[src/rtl/lsu_pkg.sv]
// Shared definitions for the load/store unit: MemOP codes, FSM state type
// and the request legality check used at handshake time.
package lsu_pkg;

  localparam logic [2:0] MEMOP_B  = 3'b000;
  localparam logic [2:0] MEMOP_H  = 3'b001;
  localparam logic [2:0] MEMOP_W  = 3'b010;
  localparam logic [2:0] MEMOP_BU = 3'b100;
  localparam logic [2:0] MEMOP_HU = 3'b101;

  typedef enum logic [1:0] {
    ST_IDLE = 2'd0,
    ST_REQ  = 2'd1,
    ST_WAIT = 2'd2,
    ST_DONE = 2'd3
  } lsu_state_t;

  // Returns 1 when the request can never reach the bus: conflicting
  // load+store flags, an unknown MemOP (unsigned ops are load-only), or a
  // halfword/word access that is not naturally aligned.
  function automatic logic lsu_req_err(input logic       memwr,
                                       input logic       memtoreg,
                                       input logic [2:0] memop,
                                       input logic [1:0] offset);
    logic err;
    err = 1'b0;
    if (memwr && memtoreg) err = 1'b1;
    case (memop)
      MEMOP_B:  ;
      MEMOP_BU: if (memwr) err = 1'b1;
      MEMOP_H:  if (offset[0]) err = 1'b1;
      MEMOP_HU: if (memwr || offset[0]) err = 1'b1;
      MEMOP_W:  if (offset != 2'b00) err = 1'b1;
      default:  err = 1'b1;
    endcase
    return err;
  endfunction

endpackage

[src/rtl/lsu_lane_align.sv]
// Byte-lane steering for a 32-bit word bus: builds the write mask and
// lane-replicated write data for stores, and extracts/extends load data
// from a full aligned word. Purely combinational.
module lsu_lane_align
  import lsu_pkg::*;
(
  input  logic [2:0]  memop,
  input  logic [1:0]  offset,
  input  logic [31:0] data,
  input  logic [31:0] word,
  output logic [3:0]  wmask,
  output logic [31:0] wdata,
  output logic [31:0] rdata
);

  logic [31:0] shifted;

  // Store side: mask follows the access size shifted to the byte offset.
  always_comb begin
    wmask = 4'b1111;
    wdata = data;
    case (memop)
      MEMOP_B, MEMOP_BU: begin
        wmask = 4'b0001 << offset;
        wdata = {4{data[7:0]}};
      end
      MEMOP_H, MEMOP_HU: begin
        wmask = 4'b0011 << offset;
        wdata = {2{data[15:0]}};
      end
      default: ;
    endcase
  end

  // Load side: shift the addressed lane down to bit 0, then extend.
  always_comb begin
    shifted = word >> {offset, 3'b000};
    rdata   = word;
    case (memop)
      MEMOP_B:  rdata = {{24{shifted[7]}}, shifted[7:0]};
      MEMOP_BU: rdata = {24'h0, shifted[7:0]};
      MEMOP_H:  rdata = {{16{shifted[15]}}, shifted[15:0]};
      MEMOP_HU: rdata = {16'h0, shifted[15:0]};
      default:  ;
    endcase
  end

endmodule

[src/rtl/lsu_mem_ctrl.sv]
// Multi-cycle load/store unit between the EX stage and a valid/ready data
// bus. One access in flight; the core stalls while req_ready is low.
//
//   state   | meaning
//   --------+-----------------------------------------------------------
//   IDLE    | ready for a request; latches it on handshake
//   REQ     | bus request presented, held stable until mem_req_ready
//   WAIT    | request accepted, waiting for mem_rsp_valid
//   DONE    | one-cycle resp_valid with registered data/error
module lsu_mem_ctrl
  import lsu_pkg::*;
#(
  parameter int ADDR_W = 32,
  parameter int XLEN   = 32
) (
  input  logic              clk,
  input  logic              rst_n,
  input  logic              req_valid,
  output logic              req_ready,
  input  logic              req_memwr,
  input  logic              req_memtoreg,
  input  logic [2:0]        req_memop,
  input  logic [ADDR_W-1:0] req_addr,
  input  logic [XLEN-1:0]   req_wdata,
  output logic              resp_valid,
  output logic [XLEN-1:0]   resp_rdata,
  output logic              resp_err,
  output logic              mem_req_valid,
  input  logic              mem_req_ready,
  output logic [ADDR_W-1:0] mem_req_addr,
  output logic              mem_req_wen,
  output logic [3:0]        mem_req_wmask,
  output logic [XLEN-1:0]   mem_req_wdata,
  input  logic              mem_rsp_valid,
  input  logic [XLEN-1:0]   mem_rsp_rdata
);

  lsu_state_t  state, state_nxt;
  logic [2:0]  memop_q;
  logic [1:0]  off_q;
  logic        wr_q;
  logic        hs;
  logic        req_err;
  logic [2:0]  align_memop;
  logic [1:0]  align_off;
  logic [3:0]  lane_wmask;
  logic [31:0] lane_wdata;
  logic [31:0] lane_rdata;

  assign hs      = (state == ST_IDLE) && req_valid && (req_memwr || req_memtoreg);
  assign req_err = lsu_req_err(req_memwr, req_memtoreg, req_memop, req_addr[1:0]);

  // In IDLE the aligner serves the incoming store; afterwards it serves the
  // latched op so the returning word is extracted with the right lane.
  assign align_memop = (state == ST_IDLE) ? req_memop     : memop_q;
  assign align_off   = (state == ST_IDLE) ? req_addr[1:0] : off_q;

  lsu_lane_align u_lane_align (
    .memop  (align_memop),
    .offset (align_off),
    .data   (req_wdata),
    .word   (mem_rsp_rdata),
    .wmask  (lane_wmask),
    .wdata  (lane_wdata),
    .rdata  (lane_rdata)
  );

  // State register.
  always_ff @(posedge clk or negedge rst_n) begin
    if (!rst_n) state <= ST_IDLE;
    else        state <= state_nxt;
  end

  // Next-state and state-decoded handshake outputs.
  always_comb begin
    state_nxt     = state;
    req_ready     = 1'b0;
    mem_req_valid = 1'b0;
    resp_valid    = 1'b0;
    case (state)
      ST_IDLE: begin
        req_ready = 1'b1;
        if (hs) state_nxt = req_err ? ST_DONE : ST_REQ;
      end
      ST_REQ: begin
        mem_req_valid = 1'b1;
        if (mem_req_ready) state_nxt = ST_WAIT;
      end
      ST_WAIT: begin
        if (mem_rsp_valid) state_nxt = ST_DONE;
      end
      ST_DONE: begin
        resp_valid = 1'b1;
        state_nxt  = ST_IDLE;
      end
      default: state_nxt = ST_IDLE;
    endcase
  end

  // Request latch on handshake and load-data capture on the bus response.
  always_ff @(posedge clk or negedge rst_n) begin
    if (!rst_n) begin
      memop_q       <= 3'b000;
      off_q         <= 2'b00;
      wr_q          <= 1'b0;
      mem_req_addr  <= '0;
      mem_req_wen   <= 1'b0;
      mem_req_wmask <= 4'b0000;
      mem_req_wdata <= '0;
      resp_rdata    <= '0;
      resp_err      <= 1'b0;
    end else if (hs) begin
      memop_q       <= req_memop;
      off_q         <= req_addr[1:0];
      wr_q          <= req_memwr;
      mem_req_addr  <= {req_addr[ADDR_W-1:2], 2'b00};
      mem_req_wen   <= req_memwr && !req_err;
      mem_req_wmask <= (req_memwr && !req_err) ? lane_wmask : 4'b0000;
      mem_req_wdata <= req_memwr ? lane_wdata : '0;
      resp_rdata    <= '0;
      resp_err      <= req_err;
    end else if ((state == ST_WAIT) && mem_rsp_valid && !wr_q) begin
      resp_rdata <= lane_rdata;
    end
  end

endmodule
[config.mk]
export PLATFORM = sky130hd
export DESIGN_NAME = lsu_mem_ctrl
export DESIGN_NICKNAME = d
export VERILOG_FILES = /design/src/rtl/lsu_pkg.sv /design/src/rtl/lsu_lane_align.sv /design/src/rtl/lsu_mem_ctrl.sv
export SDC_FILE = /design/constraint.sdc
export NUM_CORES = 1
export LEC_CHECK = 0
export BUFFER_PORTS_ARGS = -buffer_cell sky130_fd_sc_hd__buf_2
export CAP_MARGIN = 0
export CORE_UTILIZATION = 53
export CTS_CLUSTER_SIZE = 14
export DETAILED_ROUTE_END_ITERATION = 8
export PLACE_DENSITY = 0.85
export SETUP_SLACK_MARGIN = 0.5
export SLEW_MARGIN = 0
export SYNTH_ARGS = -nofsm -noshare
export SYNTH_HDL_FRONTEND = slang
export SYNTH_SLANG_ARGS = --single-unit
export TNS_END_PERCENT = 5
[constraint.sdc]
create_clock -name clk -period 4.6 [get_ports clk]
set_input_delay 0.69 -clock clk [delete_from_list [all_inputs] [get_ports clk]]
set_output_delay 0.69 -clock clk [all_outputs]
set_load 0.02 [all_outputs]
==> results of run 1 <==
==> cell usage after synthesis, drive strengths merged (2+ instances only) <==
cell     count
buf         18
o21ai       57
a211oi       2
o32ai        2
o2bb2ai      7
mux2        11
dfrtp      108
nor2        32
and2         2
a221oi      15
mux2i       23
nand2b      16
inv          4
and3         2
a21oi        8
clkbuf      19
nor3b        2
a22o        23
a31oi        8
nand2      172
ha           4
o21a         2
==> power groups by stage <==
stage	Combinational, mW	Sequential [mW]	Clock (mW)
2_1_floorplan	1.31	2.07	0
3_3_place_gp	2.44	1.62	0
3_5_place_dp	2.53	1.64	0
4_1_cts	2.54	1.63	0.592
5_1_grt	2.76	1.68	0.622
6_report	2.53	1.63	0.579
==> layer usage <==
metal | global-route usage | routed length (um) | vias to the layer above | part of all wire
met5 | 0 | 0 | - | 0
met3 | 0.0458 | 1050 | 36 | 0.072
li1 | - | - | 2293 | -
met4 | 0.131 | 418 | 0 | 0.028
met1 | 0.372 | 6020 | 2393 | 0.41
met2 | 0.470 | 7200 | 242 | 0.49
==> cells in the final DEF, fill, tap and decap left out, types with 9 or more instances in the layout <==
cell	n
buf_2	207
nand2_1	172
dfrtp_1	108
o21ai_0	43
nor2_1	32
a22o_1	23
mux2i_1	19
nand2b_1	16
a221oi_1	14
o21ai_2	11
mux2_2	10
clkbuf_8	9
==> path summary, 6_finish.rpt <==
path                                       start                to  slack (ns)  depth (start not counted)
worst min register to register  mem_req_addr[28]  mem_req_addr[28]        0.47                          2
worst max-delay path                    state[0]    resp_rdata[19]        1.12                          8
worst min-delay path                       rst_n          state[1]        0.42                          1
min in group clk                mem_req_addr[28]  mem_req_addr[28]        0.47                          2
worst max register to register          state[0]    resp_rdata[19]        1.12                          8
max in group asynchronous                  rst_n  mem_req_wdata[1]        3.11                          2
==> worst register-to-register path, delay by kind of cell, from the launching register on <==
family                   cells  cell delay [ns]
AO/OA/AOI/OAI                3             1.14
multiplexers                 1             0.62
buffers and inverters        2             0.46
flip-flops                   1             0.43
adder cells (fa/ha/maj)      1             0.34
AND/OR/NAND/NOR              1             0.32
==> registers in the layout, summed over array words and instances, names as in the netlist <==
signal	count
off_q	2
mem_req_wmask	4
resp_rdata	32
mem_req_addr	30
state	2
resp_err	1
memop_q	3
mem_req_wdata	32
wr_q	1
mem_req_wen	1
==> cell type report <==
type | instances | area share
clock inverters | 5 | 0.00953
clock buffers | 10 | 0.0194
well taps | 133 | 0.0253
repair buffers | 215 | 0.167
inverters | 4 | 0.00229
flip-flops and latches | 108 | 0.412
multi-input cells | 407 | 0.365
==> cells by family (layout without fill, tap and decap cells) <==
kind of cell	Yosys count	count (layout)	share of synthesized area
DFF	108	108	0.511
muxes	34	34	0.0731
other	1	2	0.000709
AOI/OAI and AO/OA	135	135	0.188
and+or+nand+nor	232	232	0.179
adders and majority gates	4	4	0.00946
buffers and inverters	41	234	0.0388
==> stage by stage <==
step	std cells	hold WS [ns]
after floorplan	556	0.394
after global placement	867	0.454
after detailed placement	867	0.457
after CTS	882	0.433
after global routing	882	0.473
final	882	0.418
==> results.cfg, run 1 <==
[global_routing]
grt_usage = 0.285
first_global_vias = 4678
grt_first_pass_wirelength_um = 22800
grt_overflow = 0
grt_max_degree = 68
antenna_found_initial = 0

[pwr]
ir_drop_mv = 0.322
combPwrFrac = 0.534
p_sw_mw = 2.22
internal-power_mw = 2.52
power.density_nw_per_um2 = 722
p_total_mw = 4.74
p_sw_frac = 0.467
leakage_nw = 3.49
pwr-share-seq = 0.344
pwr-share-clk = 0.122

[finish]
fin_nets = 855
drive_gt1_frac = 0.348
seq_area_um2 = 2700
multi_input_area_um2 = 2390
num-fill-cells = 828
diodes = 0
design_area_um2 = 6570
utilization = 0.675
synthToLayoutAreaGrowth_pct = 24.1

[drt]
vias = 4964
ant_nets = 0
wl_per_cell_um = 16.7
first_pass_iters = 7
avgViaCountPerCell = 5.63
drt_wl_total_um = 14700
drt-initial-drc-count = 312
drc_errors = 0

[job]
drv_cap = 0

[sta]
final-hold-violation-count = 0
layout_min_cycle_time_ns = 3.48
fin_ws_ns = 1.12
relSlewSlack = 0.386
finalSetupViolations = 0
fin_tns_setup_ns = 0
rsz0062_at_grt = false
fmax_ghz = 0.288
drv_slew = 0
finClkSkew_ns = 0.0124
worst_pin_slew_ns = 0.903
period_share = 0.756

[critical_path]
critPathBufInv = 2
crit_chain = inv_1 -> ha_1 -> buf_4 -> mux2_2 -> nor2_1 -> a221oi_4 -> o21ai_2 -> o21ai_0
cp.required_ns = 4.82
critPathKind = flop to flop
critPathMaxFanout = 26
slowest_delay_ns = 0.73
end_kind = flop
worst_ep_arrival_time_ns = 3.70
startpoint_type = flop
worst_path_dominant_cell_family = compound AO/OA/AOI/OAI gates
crit_slowest_cell = o21ai_2

[logic_synthesis]
synth-main-ff-cell = dfrtp_1
yosysTopAreaCellShare = 0.511
syn_area_per_cell_um2 = 9.53
synth_edf_count = 0
synth_cells = 555
yosysTopAreaCell = dfrtp_1
async_reset_ff_frac = 1.00
synthTopCellsByArea = dfrtp_1 (51%), nand2_1 (12%), o21ai_0 (4.1%)
syn_area_um2 = 5290
synth_seq_area_share = 0.511
yosysWarnings = 0
synth_cell_type_count = 51
synth-seq-cells = 108

[cts]
cts_tree = done
clock-sinks = 108
h-tree-depth = 3
holdBufCountCts = 0
worstSkewPairLatency_ns = 0.37
cts_buffers = 9
ctsResizeCount = 0
clkTransAtPathRegs_ns = 0.10
cts_setup_buffers = 0
cts_root_buf = clkbuf_8
clock_path_buffers = 2

[placed_design]
dpl.hpwl_um = 10700
place.gp.congestion = 0.943
placed_cell_area_um2 = 6370
pre_cts_ws_ns = 1.13
io_buffers = 208

[hold_path]
hold_class = input pin to async pin

[floorplanning]
core_area_um2 = 9730
die_width_um = 102
die_area_um2 = 10400
initial_core_util = 0.544
die_height_um = 102
rows = 36
io_pins = 211

[status]
status = complete, no violations
Note: power is estimated with default switching activity, not from simulation.
==> run 2, diff against run 1 <==
--- a/config.mk
+++ b/config.mk
@@ -7,10 +7,10 @@
 export LEC_CHECK = 0
 export BUFFER_PORTS_ARGS = -buffer_cell sky130_fd_sc_hd__buf_2
 export CAP_MARGIN = 0
-export CORE_UTILIZATION = 53
+export CORE_UTILIZATION = 49
 export CTS_CLUSTER_SIZE = 14
 export DETAILED_ROUTE_END_ITERATION = 8
-export PLACE_DENSITY = 0.85
+export PLACE_DENSITY = 0.8
 export SETUP_SLACK_MARGIN = 0.5
 export SLEW_MARGIN = 0
 export SYNTH_ARGS = -nofsm -noshare
==> constraint.sdc (replaced) <==
create_clock -name clk -period 3.6 [get_ports clk]
set_input_delay 0.54 -clock clk [delete_from_list [all_inputs] [get_ports clk]]
set_output_delay 0.54 -clock clk [all_outputs]
set_load 0.02 [all_outputs]
==> run 2 against run 1 <==
  * Clock skew is 0.0062 ns higher
  * Clock power grew 39%
  * Setup slack worse by 0.28 ns
  * Routed wire length rose by 2.6%
  * Critical path depth rose by 1
  * Hold slack worse by 0.25 ns
  * Non-clock buffer count is 4 higher
  * Highest routed layer unchanged
==> results.cfg, run 2 (same netlist as run 1, synthesis figures left out) <==
[sta]
layout_min_cycle_time_ns = 2.76
final-hold-violation-count = 0
period_share = 0.767
finClkSkew_ns = 0.0186
relSlewSlack = 0.173
drv_slew = 0
fin_ws_ns = 0.840
fin_tns_setup_ns = 0
fmax_ghz = 0.362
worst_pin_slew_ns = 1.23
finalSetupViolations = 0
rsz0062_at_grt = false
hold_ws_ns = 0.164

[cts]
worstSkewPairLatency_ns = 0.40
ctsResizeCount = 0
cts_root_buf = clkbuf_8
cts_tree = done
holdBufCountCts = 0
cts_setup_buffers = 0
clock_path_buffers = 2
h-tree-depth = 3
clock-sinks = 108
cts_buffers = 9
clkTransAtPathRegs_ns = 0.11

[floorplanning]
die_height_um = 106
die_area_um2 = 11200
die_width_um = 106
core_area_um2 = 10400
io_pins = 211
initial_core_util = 0.508
rows = 37

[global_routing]
grt_usage = 0.278
grt_overflow = 0
grt_max_degree = 71
antenna_found_initial = 0
grt_first_pass_wirelength_um = 24400
first_global_vias = 4757

[critical_path]
worst_ep_arrival_time_ns = 3.06
crit_path_frequent_cell = buf_4
critPathKind = flop to flop
crit_slowest_cell = a221oi_4
crit_chain = inv_1 -> ha_1 -> buf_4 -> mux2i_1 -> o311ai_2 -> a221oi_4 -> o21ai_2 -> buf_4 -> o21ai_0
startpoint_type = flop
cp.required_ns = 3.90
end_kind = flop
worst_path_dominant_cell_family = compound AO/OA/AOI/OAI gates
slowest_delay_ns = 0.54
critPathMaxFanout = 27
critPathBufInv = 3

[drt]
vias = 5002
avgViaCountPerCell = 5.62
wl_per_cell_um = 16.9
first_pass_iters = 6
drc_errors = 0
ant_nets = 0
drt-initial-drc-count = 287
drt_wl_total_um = 15100

[hold_path]
hold_class = input pin to async pin

[finish]
reg_top3 = mem_req_wdata: 32 flops, resp_rdata: 32 flops, mem_req_addr: 30 flops
fin_nets = 859
synthToLayoutAreaGrowth_pct = 25.7
drive_gt1_frac = 0.354
final_cell_mix = buf_2 (207), nand2_1 (172), dfrtp_1 (108), o21ai_0 (43), nor2_1 (32)
layout_commonest_cell = buf_2
diodes = 0

[job]
drv_cap = 0

[status]
status = complete, no violations

[placed_design]
pre_cts_ws_ns = 0.880
io_buffers = 208
dpl.hpwl_um = 11000
place.gp.congestion = 0.833

[pwr]
power.density_nw_per_um2 = 929
leakage_nw = 3.54
ir_drop_mv = 0.405
-- run 2: worst reg2reg max path: stages, from the launching register on --
cell and delay [ns]:
dfrtp_1 0.45, inv_1 0.10, ha_1 0.24, buf_4 0.35, mux2i_1 0.28, o311ai_2 0.17, a221oi_4 0.54, o21ai_2 0.11
buf_4 0.23, o21ai_0 0.22
-- run 2: layout make-up --
| class | count | area, um^2 |
|---|---|---|
| fill | 909 | 3760 |
| sequential | 108 | 2700 |
| multi-input combinational | 407 | 2390 |
| timing repair buffer | 219 | 1150 |
| tap | 136 | 170 |
| clock buffer | 10 | 138 |
| clock inverter | 6 | 80.1 |
| inverter | 4 | 15.0 |
-- run 2: where the power goes --
group	internal, mW	total (mW)	leakage, nW	switching (mW)
sequential	1.75	2.08	1.38	0.336
clock	0.353	0.805	0.106	0.453
combinational	1.20	3.29	2.05	2.10
-- run 2: worst paths after layout --
kind / to / slack (ns) / from / depth (start not counted)
max: resp_rdata[16] / 0.84 / state[1] / 9
min: memop_q[2] / 0.16 / rst_n / 1
max reg2reg: resp_rdata[16] / 0.84 / state[1] / 9
min reg2reg: mem_req_addr[30] / 0.48 / mem_req_addr[30] / 2
max in group asynchronous: mem_req_addr[9] / 2.69 / rst_n / 2
min in group clk: mem_req_addr[16] / 0.32 / req_addr[16] / 3
-- run 2: through the flow --
stage	instance area [um^2]	cells	power, mW	util
after floorplan	5290	556	4.32	-
after global placement	6430	874	5.29	0.618
after detailed placement	6430	874	5.39	0.618
after CTS	6650	890	6.19	0.639
after global routing	6650	890	6.61	0.639
final	6650	890	6.18	0.639
-- run 2: routing by layer --
| layer | GRT usage | up-vias | wire [um] | part of all wire |
|---|---|---|---|---|
| met5 | 0 | - | 0 | 0 |
| met3 | 0.0576 | 23 | 1000 | 0.067 |
| met2 | 0.447 | 213 | 7230 | 0.48 |
| met1 | 0.380 | 2465 | 6550 | 0.43 |
| met4 | 0.0843 | 0 | 284 | 0.019 |
| li1 | - | 2301 | - | - |
==> run 3, diff against run 2 <==
==> constraint.sdc (replaced) <==
create_clock -name clk -period 2.65 [get_ports clk]
set_input_delay 0.3975 -clock clk [delete_from_list [all_inputs] [get_ports clk]]
set_output_delay 0.3975 -clock clk [all_outputs]
set_load 0.02 [all_outputs]
==> run 3 against run 2 <==
  * Combinational power up 55%
  * Sequential share of layout area down 1.9 points
  * Critical path depth unchanged
  * Non-clock buffer count up 30
  * Die area unchanged
  * Sequential cell count unchanged
  * Setup slack worse by 0.39 ns
  * Design area up 4.8%
  * Critical path type unchanged
  * Largest power group unchanged
  * Highest routed layer unchanged
==> results.cfg, run 3 (same netlist as run 1, synthesis figures left out) <==
[drt]
vias = 5133
drc_errors = 0
avgViaCountPerCell = 5.58
drt-initial-drc-count = 573
ant_nets = 0
first_pass_iters = 5
wl_per_cell_um = 17.2
drt_wl_total_um = 15800

[cts]
clock_path_buffers = 2
clkTransAtPathRegs_ns = 0.11
cts_buffers = 9
cts_tree = done
h-tree-depth = 3
cts_root_buf = clkbuf_8
clock-sinks = 108
worstSkewPairLatency_ns = 0.38

[critical_path]
startpoint_type = flop
critPathKind = flop to flop
timing.rr.start = state[0]
crit_slowest_cell = dfrtp_1
cp.required_ns = 2.91
worstRegToRegCells = 9
crit_chain = inv_2 -> ha_4 -> buf_6 -> buf_4 -> mux2i_4 -> buf_12 -> mux2_2 -> a221oi_2 -> o21ai_0
end_kind = flop
slowest_delay_ns = 0.41
rr_endpoint = resp_rdata[12]
reg2reg_slack_ns = 0.45
critPathMaxFanout = 6
worst_ep_arrival_time_ns = 2.46

[pwr]
internal-power_mw = 4.85
combPwrFrac = 0.574
ir_drop_mv = 0.567
power.density_nw_per_um2 = 1280
p_sw_frac = 0.456
pwr-share-seq = 0.317
leakage_nw = 3.71
p_sw_mw = 4.06
pwr-share-clk = 0.109

[hold_path]
hp-start = req_addr[17]
hold_class = input pin to flop
hold_end = mem_req_addr[17]
min_path_cells = 3

[sta]
period_share = 0.829
drv_slew = 0
fin_tns_setup_ns = 0
fmax_ghz = 0.455
rsz0062_at_grt = true
finalSetupViolations = 0
worst_pin_slew_ns = 0.756
final-hold-violation-count = 0
layout_min_cycle_time_ns = 2.20
relSlewSlack = 0.483
finClkSkew_ns = 0.0173
fin_ws_ns = 0.454

[job]
drv_cap = 0

[finish]
diodes = 0
seq_area_um2 = 2700
drive_gt1_frac = 0.390
synthToLayoutAreaGrowth_pct = 31.8
final_cell_mix = buf_2 (207), nand2_1 (172), dfrtp_1 (108), o21ai_0 (40), buf_4 (34)
reg_top3 = mem_req_wdata: 32 flops, resp_rdata: 32 flops, mem_req_addr: 30 flops
fin_nets = 889
layout_commonest_cell = buf_2
num-fill-cells = 823
multi_input_area_um2 = 2490

[placed_design]
io_buffers = 208
place.gp.congestion = 0.901
dpl.hpwl_um = 11000
pre_cts_ws_ns = 0.164

[global_routing]
grt_max_degree = 54
first_global_vias = 4889
grt_first_pass_wirelength_um = 24300
grt_overflow = 0
antenna_found_initial = 0
grt_usage = 0.278

[floorplanning]
core_area_um2 = 10400
die_width_um = 106
die_height_um = 106
rows = 37
initial_core_util = 0.508
die_area_um2 = 11200
io_pins = 211

[status]
status = complete, no violations
## run 3: changes by cell type in the layout (fill, tap and decap cells not counted), sizes merged
cell	change
buf	+28
inv	-2
clkinvlp	-1
clkbuf	+5
dlygate4sd3	+1
clkinv	-1
## run 3: power groups by stage
stage               logic [mW]  clock network (mW)  registers [mW]
floorplan                 2.32                   0            3.60
global placement          4.39                   0            2.82
detailed placement        4.52                   0            2.85
CTS                       4.71               0.989            2.82
global route              5.50                1.06            2.91
finish                    5.11               0.976            2.83
## run 3: area by class of cell
type | instances | share of cell area
Sequential cell | 108 | 0.388
Multi-Input combinational cell | 407 | 0.358
Timing Repair Buffer | 249 | 0.202
Tap cell | 136 | 0.0244
Clock buffer | 14 | 0.0205
Clock inverter | 2 | 0.00503
Inverter | 4 | 0.00215
## run 3: repair_timing
item / CTS / global route
setup endpoints to repair: 33 / 30
hold endpoints to repair: 35 / 0
pin swaps: 2 / 4
cloned: 0 / 2
setup buffers: 10 / 12
gates resized for setup: 3 / 22
hold buffers: 1 / 0
## run 3: per-layer routing
metal / share of wire / global-route usage
met1: 0.42 / 0.353
met2: 0.48 / 0.465
met3: 0.069 / 0.0460
met4: 0.029 / 0.128
met5: 0 / 0
## run 3: worst max-delay path by stage
stage                     end  cells after the start  slack (ns)  startpoint
2_1_floorplan  resp_rdata[13]                     10        0.40    state[1]
3_3_place_gp   resp_rdata[18]                      8        0.28    state[1]
3_5_place_dp   resp_rdata[16]                      8        0.16    state[1]
4_1_cts        resp_rdata[12]                      9        0.47    state[0]
5_1_grt        resp_rdata[12]                      9        0.39    state[0]
6_report       resp_rdata[12]                      9        0.45    state[0]
## run 3: critical path, delay by kind of cell, from the launching register on
| kind | cells | cell delay [ns] |
|---|---|---|
| fa+ha+maj | 1 | 0.18 |
| buf+inv | 4 | 0.53 |
| mux | 2 | 0.64 |
| compound gates | 2 | 0.33 |
| flops | 1 | 0.41 |
## run 3: metrics by stage
step | power (mW) | instances | hold slack, ns | area, um^2 | utilization
after floorplan | 5.92 | 556 | 0.102 | 5330 | -
after global placement | 7.21 | 879 | 0.380 | 6490 | 0.623
after global routing | 9.46 | 920 | 0.198 | 6970 | 0.669
final | 8.91 | 920 | 0.202 | 6970 | 0.669
after CTS | 8.52 | 906 | 0.199 | 6780 | 0.651
after detailed placement | 7.37 | 879 | 0.388 | 6490 | 0.623
